[config.mk]
export PLATFORM = sky130hd
export DESIGN_NAME = ifetch_queue
export DESIGN_NICKNAME = d
export VERILOG_FILES = /design/src/rtl/ifetch_queue_pkg.sv /design/src/rtl/fetch_fifo.sv /design/src/rtl/ifetch_queue.sv
export SDC_FILE = /design/constraint.sdc
export NUM_CORES = 1
export LEC_CHECK = 0
export ABC_AREA = 1
export BUFFER_PORTS_ARGS = -buffer_cell sky130_fd_sc_hd__clkbuf_2
export CAP_MARGIN = 20
export CORE_ASPECT_RATIO = 0.8
export CORE_UTILIZATION = 62
export DETAILED_ROUTE_END_ITERATION = 7
export PLACE_DENSITY = 0.85
export SYNTH_ARGS = -nofsm -noshare
export SYNTH_HDL_FRONTEND = slang
export SYNTH_SLANG_ARGS = --single-unit
[constraint.sdc]
create_clock -name clk -period 9.95 [get_ports clk]
set_clock_uncertainty 0.05 [all_clocks]
set_input_delay 1.99 -clock clk [delete_from_list [all_inputs] [get_ports clk]]
set_output_delay 1.99 -clock clk [all_outputs]
set_load 0.02 [all_outputs]
[src/rtl/ifetch_queue_pkg.sv]
`default_nettype none
// ============================================================================
// Module      : ifetch_queue_pkg
// Description : Shared types and helpers for the instruction-fetch queue.
//               Holds the default queue-entry layout and the width rule for
//               occupancy counters.
// Revision    : 1.0 - initial release
// ============================================================================
package ifetch_queue_pkg;

    localparam int c_def_addr_bits  = 32;
    localparam int c_def_data_width = 32;

    // One queue entry at the default widths: fetched instruction and its PC.
    typedef struct packed {
        logic [c_def_data_width-1:0] instr;
        logic [c_def_addr_bits-1:0]  pc;
    } ifq_entry_t;

    // Width needed to hold a count of 0..depth inclusive.
    function automatic int occ_width(input int depth);
        return $clog2(depth) + 1;
    endfunction

endpackage
`default_nettype wire

[src/rtl/fetch_fifo.sv]
`default_nettype none
// ============================================================================
// Module      : fetch_fifo
// Description : Circular buffer of fetched instructions with push, pop,
//               flush and an entry count. Head is read straight from the
//               registered storage at the registered read pointer.
// Revision    : 1.0 - initial release
// ============================================================================
module fetch_fifo
    import ifetch_queue_pkg::*;
#(
    parameter int  DEPTH   = 4,
    parameter type ENTRY_T = ifq_entry_t
) (
    input  logic                         clk,
    input  logic                         reset_n,
    input  logic                         i_push,
    input  ENTRY_T                       i_push_entry,
    input  logic                         i_pop,
    input  logic                         i_flush,
    output ENTRY_T                       o_head,
    output logic [occ_width(DEPTH)-1:0]  o_count
);

    localparam int c_ptr_w = $clog2(DEPTH);
    localparam int c_cnt_w = occ_width(DEPTH);

    ENTRY_T               r_mem [DEPTH];
    logic [c_ptr_w-1:0]   r_rd_ptr;
    logic [c_ptr_w-1:0]   r_wr_ptr;
    logic [c_cnt_w-1:0]   r_count;

    // Entry storage needs no reset; contents are only observed when counted.
    always_ff @(posedge clk) begin
        if (i_push && !i_flush) begin
            r_mem[r_wr_ptr] <= i_push_entry;
        end
    end

    // Pointers wrap naturally because DEPTH is a power of two.
    always_ff @(posedge clk or negedge reset_n) begin
        if (!reset_n) begin
            r_rd_ptr <= '0;
            r_wr_ptr <= '0;
            r_count  <= '0;
        end else if (i_flush) begin
            r_rd_ptr <= '0;
            r_wr_ptr <= '0;
            r_count  <= '0;
        end else begin
            if (i_push) begin
                r_wr_ptr <= r_wr_ptr + c_ptr_w'(1);
            end
            if (i_pop) begin
                r_rd_ptr <= r_rd_ptr + c_ptr_w'(1);
            end
            if (i_push && !i_pop) begin
                r_count <= r_count + c_cnt_w'(1);
            end else if (!i_push && i_pop) begin
                r_count <= r_count - c_cnt_w'(1);
            end
        end
    end

    assign o_head  = r_mem[r_rd_ptr];
    assign o_count = r_count;

endmodule
`default_nettype wire

[src/rtl/ifetch_queue.sv]
`default_nettype none
// ============================================================================
// Module      : ifetch_queue
// Description : Instruction-fetch stage with a prefetch queue. Issues one
//               memory read per cycle while a queue slot is guaranteed for
//               it, buffers returned instructions with their PC, and hands
//               them to decode through valid/ready. A branch redirects the
//               PC, flushes the queue and discards any in-flight response.
// Revision    : 1.0 - initial release
// ============================================================================
module ifetch_queue
    import ifetch_queue_pkg::*;
#(
    parameter int                   ADDR_BITS  = 32,
    parameter int                   DATA_WIDTH = 32,
    parameter int                   DEPTH      = 4,
    parameter logic [ADDR_BITS-1:0] PC_INC     = ADDR_BITS'(1),
    parameter logic [ADDR_BITS-1:0] RESET_PC   = '0
) (
    input  logic                         clk,
    input  logic                         reset_n,
    input  logic                         fetch_enable,
    input  logic                         branch,
    input  logic [ADDR_BITS-1:0]         branch_pc_in,
    output logic                         imem_req,
    output logic [ADDR_BITS-1:0]         imem_addr,
    input  logic [DATA_WIDTH-1:0]        imem_rdata,
    output logic                         out_valid,
    input  logic                         out_ready,
    output logic [DATA_WIDTH-1:0]        instr_out,
    output logic [ADDR_BITS-1:0]         pc_out,
    output logic [ADDR_BITS-1:0]         next_pc_out,
    output logic [occ_width(DEPTH)-1:0]  occupancy
);

    localparam int                  c_cnt_w  = occ_width(DEPTH);
    localparam int                  c_free_w = c_cnt_w + 1;
    localparam logic [c_cnt_w-1:0]  c_depth  = c_cnt_w'(DEPTH);

    typedef struct packed {
        logic [DATA_WIDTH-1:0] instr;
        logic [ADDR_BITS-1:0]  pc;
    } entry_t;

    logic [ADDR_BITS-1:0]  r_pc;
    logic                  r_inflight;
    logic [ADDR_BITS-1:0]  r_inflight_pc;
    logic                  r_drop;

    logic                  w_out_valid;
    logic                  w_pop;
    logic                  w_push;
    logic [c_free_w-1:0]   w_free;
    logic                  w_req;
    logic [c_cnt_w-1:0]    w_count;
    entry_t                w_head;
    entry_t                w_push_entry;

    // Handshake and credit: a request is only issued when the slot its
    // response will need next cycle is already accounted for.
    always_comb begin
        w_out_valid  = (w_count != '0);
        w_pop        = w_out_valid & out_ready & ~branch;
        w_push       = r_inflight & ~r_drop & ~branch;
        w_free       = {1'b0, c_depth} - {1'b0, w_count}
                     - c_free_w'(r_inflight) + c_free_w'(w_pop);
        w_req        = reset_n & fetch_enable & ~branch & (w_free != '0);
        w_push_entry = '{instr: imem_rdata, pc: r_inflight_pc};
    end

    // PC, in-flight tracking and stale-response drop flag.
    always_ff @(posedge clk or negedge reset_n) begin
        if (!reset_n) begin
            r_pc          <= RESET_PC;
            r_inflight    <= 1'b0;
            r_inflight_pc <= '0;
            r_drop        <= 1'b0;
        end else begin
            r_inflight <= w_req;
            if (w_req) begin
                r_inflight_pc <= r_pc;
                r_pc          <= r_pc + PC_INC;
            end
            if (branch) begin
                r_pc   <= branch_pc_in;
                // A read still outstanding after the redirect would be stale.
                r_drop <= w_req;
            end else if (r_inflight && r_drop) begin
                r_drop <= 1'b0;
            end
        end
    end

    fetch_fifo #(
        .DEPTH   (DEPTH),
        .ENTRY_T (entry_t)
    ) u_fifo (
        .clk          (clk),
        .reset_n      (reset_n),
        .i_push       (w_push),
        .i_push_entry (w_push_entry),
        .i_pop        (w_pop),
        .i_flush      (branch),
        .o_head       (w_head),
        .o_count      (w_count)
    );

    assign imem_req    = w_req;
    assign imem_addr   = r_pc;
    assign out_valid   = w_out_valid;
    assign instr_out   = w_head.instr;
    assign pc_out      = w_head.pc;
    assign next_pc_out = w_head.pc + PC_INC;
    assign occupancy   = w_count;

endmodule
`default_nettype wire

-- Yosys cells after proc, flatten, opt, wreduce, memory -nomap -nowiden
Memory sizes are Yosys's and may differ from the RTL's.
Cells that the tools add are included.
- $add $sub $neg: 9
- mux-type cells: 13
- bitwise gates (word level): 9
- reductions and logical operators: 14
- operators with widths (kind ; number):
    adder 32 x 1 -> 32 bit, second input constant ; 2
    two-way mux 32 bit ; 2
    two-way mux 3 bit ; 3
    two-way mux 2 bit ; 4
    nonzero test 2 bit ; 4
    AND 1 bit ; 7
    nonzero test 3 bit ; 2
    adder 2 x 1 -> 2 bit, second input constant ; 2
    adder 4 x 1 -> 4 bit ; 1
    logical AND 1 bit ; 4
    two-way mux 1 bit ; 4
    nonzero test 4 bit ; 1
    subtractor 3 x 3 -> 4 bit, first input constant ; 1
    subtractor 4 x 1 -> 4 bit ; 1
    adder 3 x 1 -> 3 bit, second input constant ; 1
    logical NOT 1 bit ; 3
    subtractor 3 x 1 -> 3 bit, second input constant ; 1
    NOT 1 bit ; 2
- register bits: 73
- memory bits (writable): 256
- bits of input ports: 69
- output and inout bits: 133
- memories: 1
- memory list (memory ; words ; width ; read ports ; clocked after memory_dff ; write ports ; RTL line ; RTL):
    u_fifo.r_mem ; 4 ; 64 ; 1 ; 0 ; 1 ; fetch_fifo.sv:28 ; ENTRY_T r_mem [DEPTH];

-- Depth between registers and ports, before layout
- depth after elaboration: 8
- depth in mapped cells: 15
- depth with buffers taken out: 14

-- Modules after synthesis
Synthesis repeated with hierarchy kept, for this count alone.
- cells, all modules: 1393
- area, all modules: 14535.2 µm²
- by module, submodules not included (module ; instances ; cells each ; area an instance (µm²) ; sequential area each (µm²)):
    fetch_fifo ; 1 ; 680 ; 9942.0 ; 7862.5
    ifetch_queue ; 1 ; 713 ; 4593.2 ; 1651.6

-- Worst setup path before layout
No wires, ideal clock.
- path kind: input-to-output
- from: input port branch
- to: output port imem_req
- data arrival time: 3953 ps
- setup slack: 3957 ps
- stages: 11
- path through: clkbuf_1 > clkbuf_1 > nor2_1 > fa_1 > ha_1 > nor2_1 > nor2_1 > nand2_1 > nand2_1 > inv_1 > clkbuf_1
- longest elaborated chain between the ends: 5
- elaborated cells between the ends (all ways): 6
- those cells by class: add/sub (1); bitwise (4); reduce/logical (1)
- ends and longest elaborated chain (what ; RTL line ; RTL):
    start, declared ; ifetch_queue.sv:23 ; input logic branch,
    NOT 1 bit (*) ; ifetch_queue.sv:63, ifetch_queue.sv:67 ;
    AND 1 bit ; ifetch_queue.sv:63 ; w_pop = w_out_valid & out_ready & ~branch;
    adder 4 x 1 -> 4 bit ; ifetch_queue.sv:66 ; - c_free_w'(r_inflight) + c_free_w'(w_pop);
    nonzero test 4 bit ; ifetch_queue.sv:67 ; w_req = reset_n & fetch_enable & ~branch & (w_free != '0);
    AND 1 bit (*) ; ifetch_queue.sv:67 ;
    end, declared ; ifetch_queue.sv:25 ; output logic imem_req,
Mark *: on every way between the ends. The rest lies on a longest branch, timed or not.

-- Worst setup path in the final report
Same ends and word-level chain as after synthesis.

==> metrics.md <==
| Metric | Value |
|---|---|
| Post-synth ARST share | `0.222` |
| Min-Delay Endpoint | `r_drop` |
| CP delay by family, top | `buffers and inverters` |
| Total gr overflow | `0` |
| Reg2reg start | `u_fifo.o_count[0]` |
| Critical Path, Cell by Cell | `clkbuf_2 -> nor2_1 -> fa_1 -> ha_1 -> nor2_1 -> nand2_1 -> nand2_2 -> buf_4 -> inv_1 -> clkbuf_2` |
| Cts bufs inserted | `31` |
| Die width | `176 um` |
| Met2 global-route usage | `0.462` |
| Hold Path Cell Cnt | `1` |
| Max-cap violations | `0` |
| Max IR drop VDD | `149 uV` |
| Least-Margin Pin Slew | `1.02 ns` |
| Most frequent cells in the layout | `nand2_1 (494), edfxtp_1 (256), clkbuf_2 (200), nor2_1 (155), o21ai_0 (126)` |
| Total length of routed wires | `36200 um` |
| Commonest non-fill, non-tap cell in the layout | `nand2_1` |
| Number of global-route vias before repair | `10960` |
| Worst path buffer plus inverter count | `4` |
| GR Util met1 | `0.430` |
| Rel. slew slack | `0.315` |
| Site Rows | `50` |
| Area of the mapped netlist | `15100 sq um` |
| GRT Overall Usage | `0.295` |
| RSZ-0062 raised after global routing | `false` |
| Number of flops mapped to enable cells by yosys | `256` |
| Status | `complete, no violations` |
| PwrDens | `246 nW/um^2` |
| CP peak stage delay | `0.60 ns` |
| Worst setup path category | `primary input to output port` |
| RR Endpoint | `imem_addr[25]` |
| CTS tree | `done` |
| Pwr Total | `4.25 mW` |
| Post-CTS Setup Inserts | `0` |
| Clock Sinks | `329` |
| Arrival time worst endpoint | `4.91 ns` |
| IO buf count | `201` |
| Max clock buf depth | `3` |
| DR vias | `11763` |
| Core area | `23600 sq um` |
| Final setup viols | `0` |
| Max stage delay cell, worst path | `buf_4` |
| R2R setup slack | `6.07 ns` |
| Synth Net Count | `1627` |
| Ant. Diodes | `0` |
| CTS Hold Bufs | `0` |
| F_max | `144 MHz` |
| LEAKAGE | `7.32 nW` |
| Initial Util | `0.639` |
| Max FO, Critical Path | `89` |
| P&R area growth vs syn | `14.5%` |
| Routed WL per cell | `17.6 um` |
| CP Capture Type | `output port` |
| CTS H-tree depth | `1` |
| Hold WC Path Type | `flip-flop to flip-flop` |
| Clk slew on worst S/H paths | `0.06 ns` |
| Fin crit period | `6.95 ns` |
| Met3 usage | `0.0509` |
| Initial antenna violation count | `1` |
| Busiest grt layer | `met2` |
| Die Y | `142 um` |
| Die area | `25000 sq um` |
| Yosys warns | `0` |
| Top_reg_cell synth | `edfxtp_1` |
| Fin crit share | `0.698` |
| # DRC | `0` |
| Initial DRC Count | `1204` |
| Synth top area share | `0.509` |
| Final Hold Vio Count | `0` |
| Root Driver | `clkbuf_16` |
| #FFs+latches synth | `329` |
| Clk Latency, worst-skew pair | `0.56 ns` |
| Sequential area share after synthesis | `0.630` |
| Top cells by area, synth | `edfxtp_1 (51%), nand2_1 (12%), dfrtp_1 (12%), o21ai_0 (4.2%), nor2_1 (4.0%)` |
| Crit path launch type | `primary input` |
| Share of cells above drive strength 1 | `0.165` |
| First-pass iteration count of the detailed router | `6` |
| Required @ worst endpoint | `7.91 ns` |
| Post-CTS sizing | `0` |
| Fin nets | `1806` |
| Min-delay src | `r_inflight` |
| Slew Viols, Final | `0` |
| Routability cong. | `0.954` |
| Post-detail-place hpwl | `22800 um` |
| First-pass GRT wire length | `56900 um` |
| Setup_tns | `0 ns` |
| Synth area leader | `edfxtp_1` |
| I/O pin count | `202` |
| Post-synthesis cell type count | `36` |
| Vias/cell | `5.70` |
| Synthesized area per cell | `9.75 sq um` |
| Worst Reg-to-Reg Cells | `13` |
| Largest net degree at the start of global routing | `133` |
| Post-Synthesis Cells | `1549` |
| Antenna-violating nets left | `0` |
| Number of fill cells | `1623` |
-- registers in the layout (all words and copies together), names as in the netlist --
name             cells
u_fifo.r_wr_ptr      2
u_fifo.r_mem       256
r_drop               1
u_fifo.o_count       3
u_fifo.r_rd_ptr      2
r_inflight           1
r_inflight_pc       32
imem_addr           32
-- through the flow --
step	utilization	std cells	area, sq um	hold WS, ns	worst slack, ns
floorplan	-	1549	15100	0.381	3.96
global placement	0.687	2006	16200	0.424	3.12
detailed placement	0.687	2006	16200	0.425	3.04
CTS	0.730	2061	17300	0.435	3.02
global route	0.731	2062	17300	0.461	2.79
finish	0.731	2062	17300	0.441	3.00
-- cells in the mapped netlist (2+ instances only) --
master and count:
a21oi_1 5, buf_1 2, buf_2 17, buf_4 7, buf_6 9, clkbuf_1 30
dfrtp_1 73, edfxtp_1 256, fa_1 2, ha_1 7, inv_1 115, nand2_1 495
nand2_2 8, nand3_1 97, nand4_1 8, nor2_1 159, nor2_2 6, nor2_4 3
nor3_1 18, o211ai_1 6, o21ai_0 126, o21ai_1 2, o21bai_1 12, o221ai_1 6
o22ai_1 34, or2_2 2, xor2_1 35
-- kinds of logic after synthesis --
logic type,Yosys count,synth area share
buf+inv,182,0.0534
fa+ha+maj,9,0.00845
simple gates,799,0.215
xor+xnor,36,0.0209
compound gates,194,0.0723
flops,329,0.630
-- worst max path at each step --
stage | startpoint | to | slack (ns) | cells past startpoint
after detailed placement | branch | imem_req | 3.04 | 10
after global placement | branch | imem_req | 3.12 | 10
after CTS | branch | imem_req | 3.02 | 10
after floorplan | branch | imem_req | 3.96 | 11
final | branch | imem_req | 3.00 | 10
after global routing | branch | imem_req | 2.79 | 10
-- final cells by class --
class                      instances  area (sq um)  area share
multi-input combinational       1038          4810       0.278
clock inverter                    19           209      0.0121
timing repair buffer             211          1100      0.0637
clock buffer                      36           815      0.0471
inverter                         117           447      0.0258
sequential                       329          9520       0.550
tap                              312           390      0.0226
-- worst reg2reg max path: stages (launching register included) --
cell	delay [ns]
dfrtp_1	0.38
inv_1	0.17
nand3_1	0.12
nand2_1	0.13
nor2_1	0.07
fa_1	0.39
ha_1	0.28
nor2_1	0.10
nand2_1	0.07
nand2_2	0.05
buf_4	0.60
nand2_1	0.83
o21ai_0	0.43
o21bai_1	0.15
-- metal layers --
metal,vias to the layer above,share of wire
li1,5539,-
met1,5495,0.42
met2,661,0.45
met3,66,0.11
met4,2,0.021
met5,-,0.00036
-- where the power goes --
group / leakage, nW / switching [mW] / total (mW) / internal (mW)
combinational: 3.59 / 0.886 / 1.24 / 0.350
clock: 0.496 / 0.496 / 1.18 / 0.688
sequential: 3.23 / 0.161 / 1.83 / 1.67
total: 7.32 / 1.54 / 4.25 / 2.70
(Power assumes the default switching activity.)
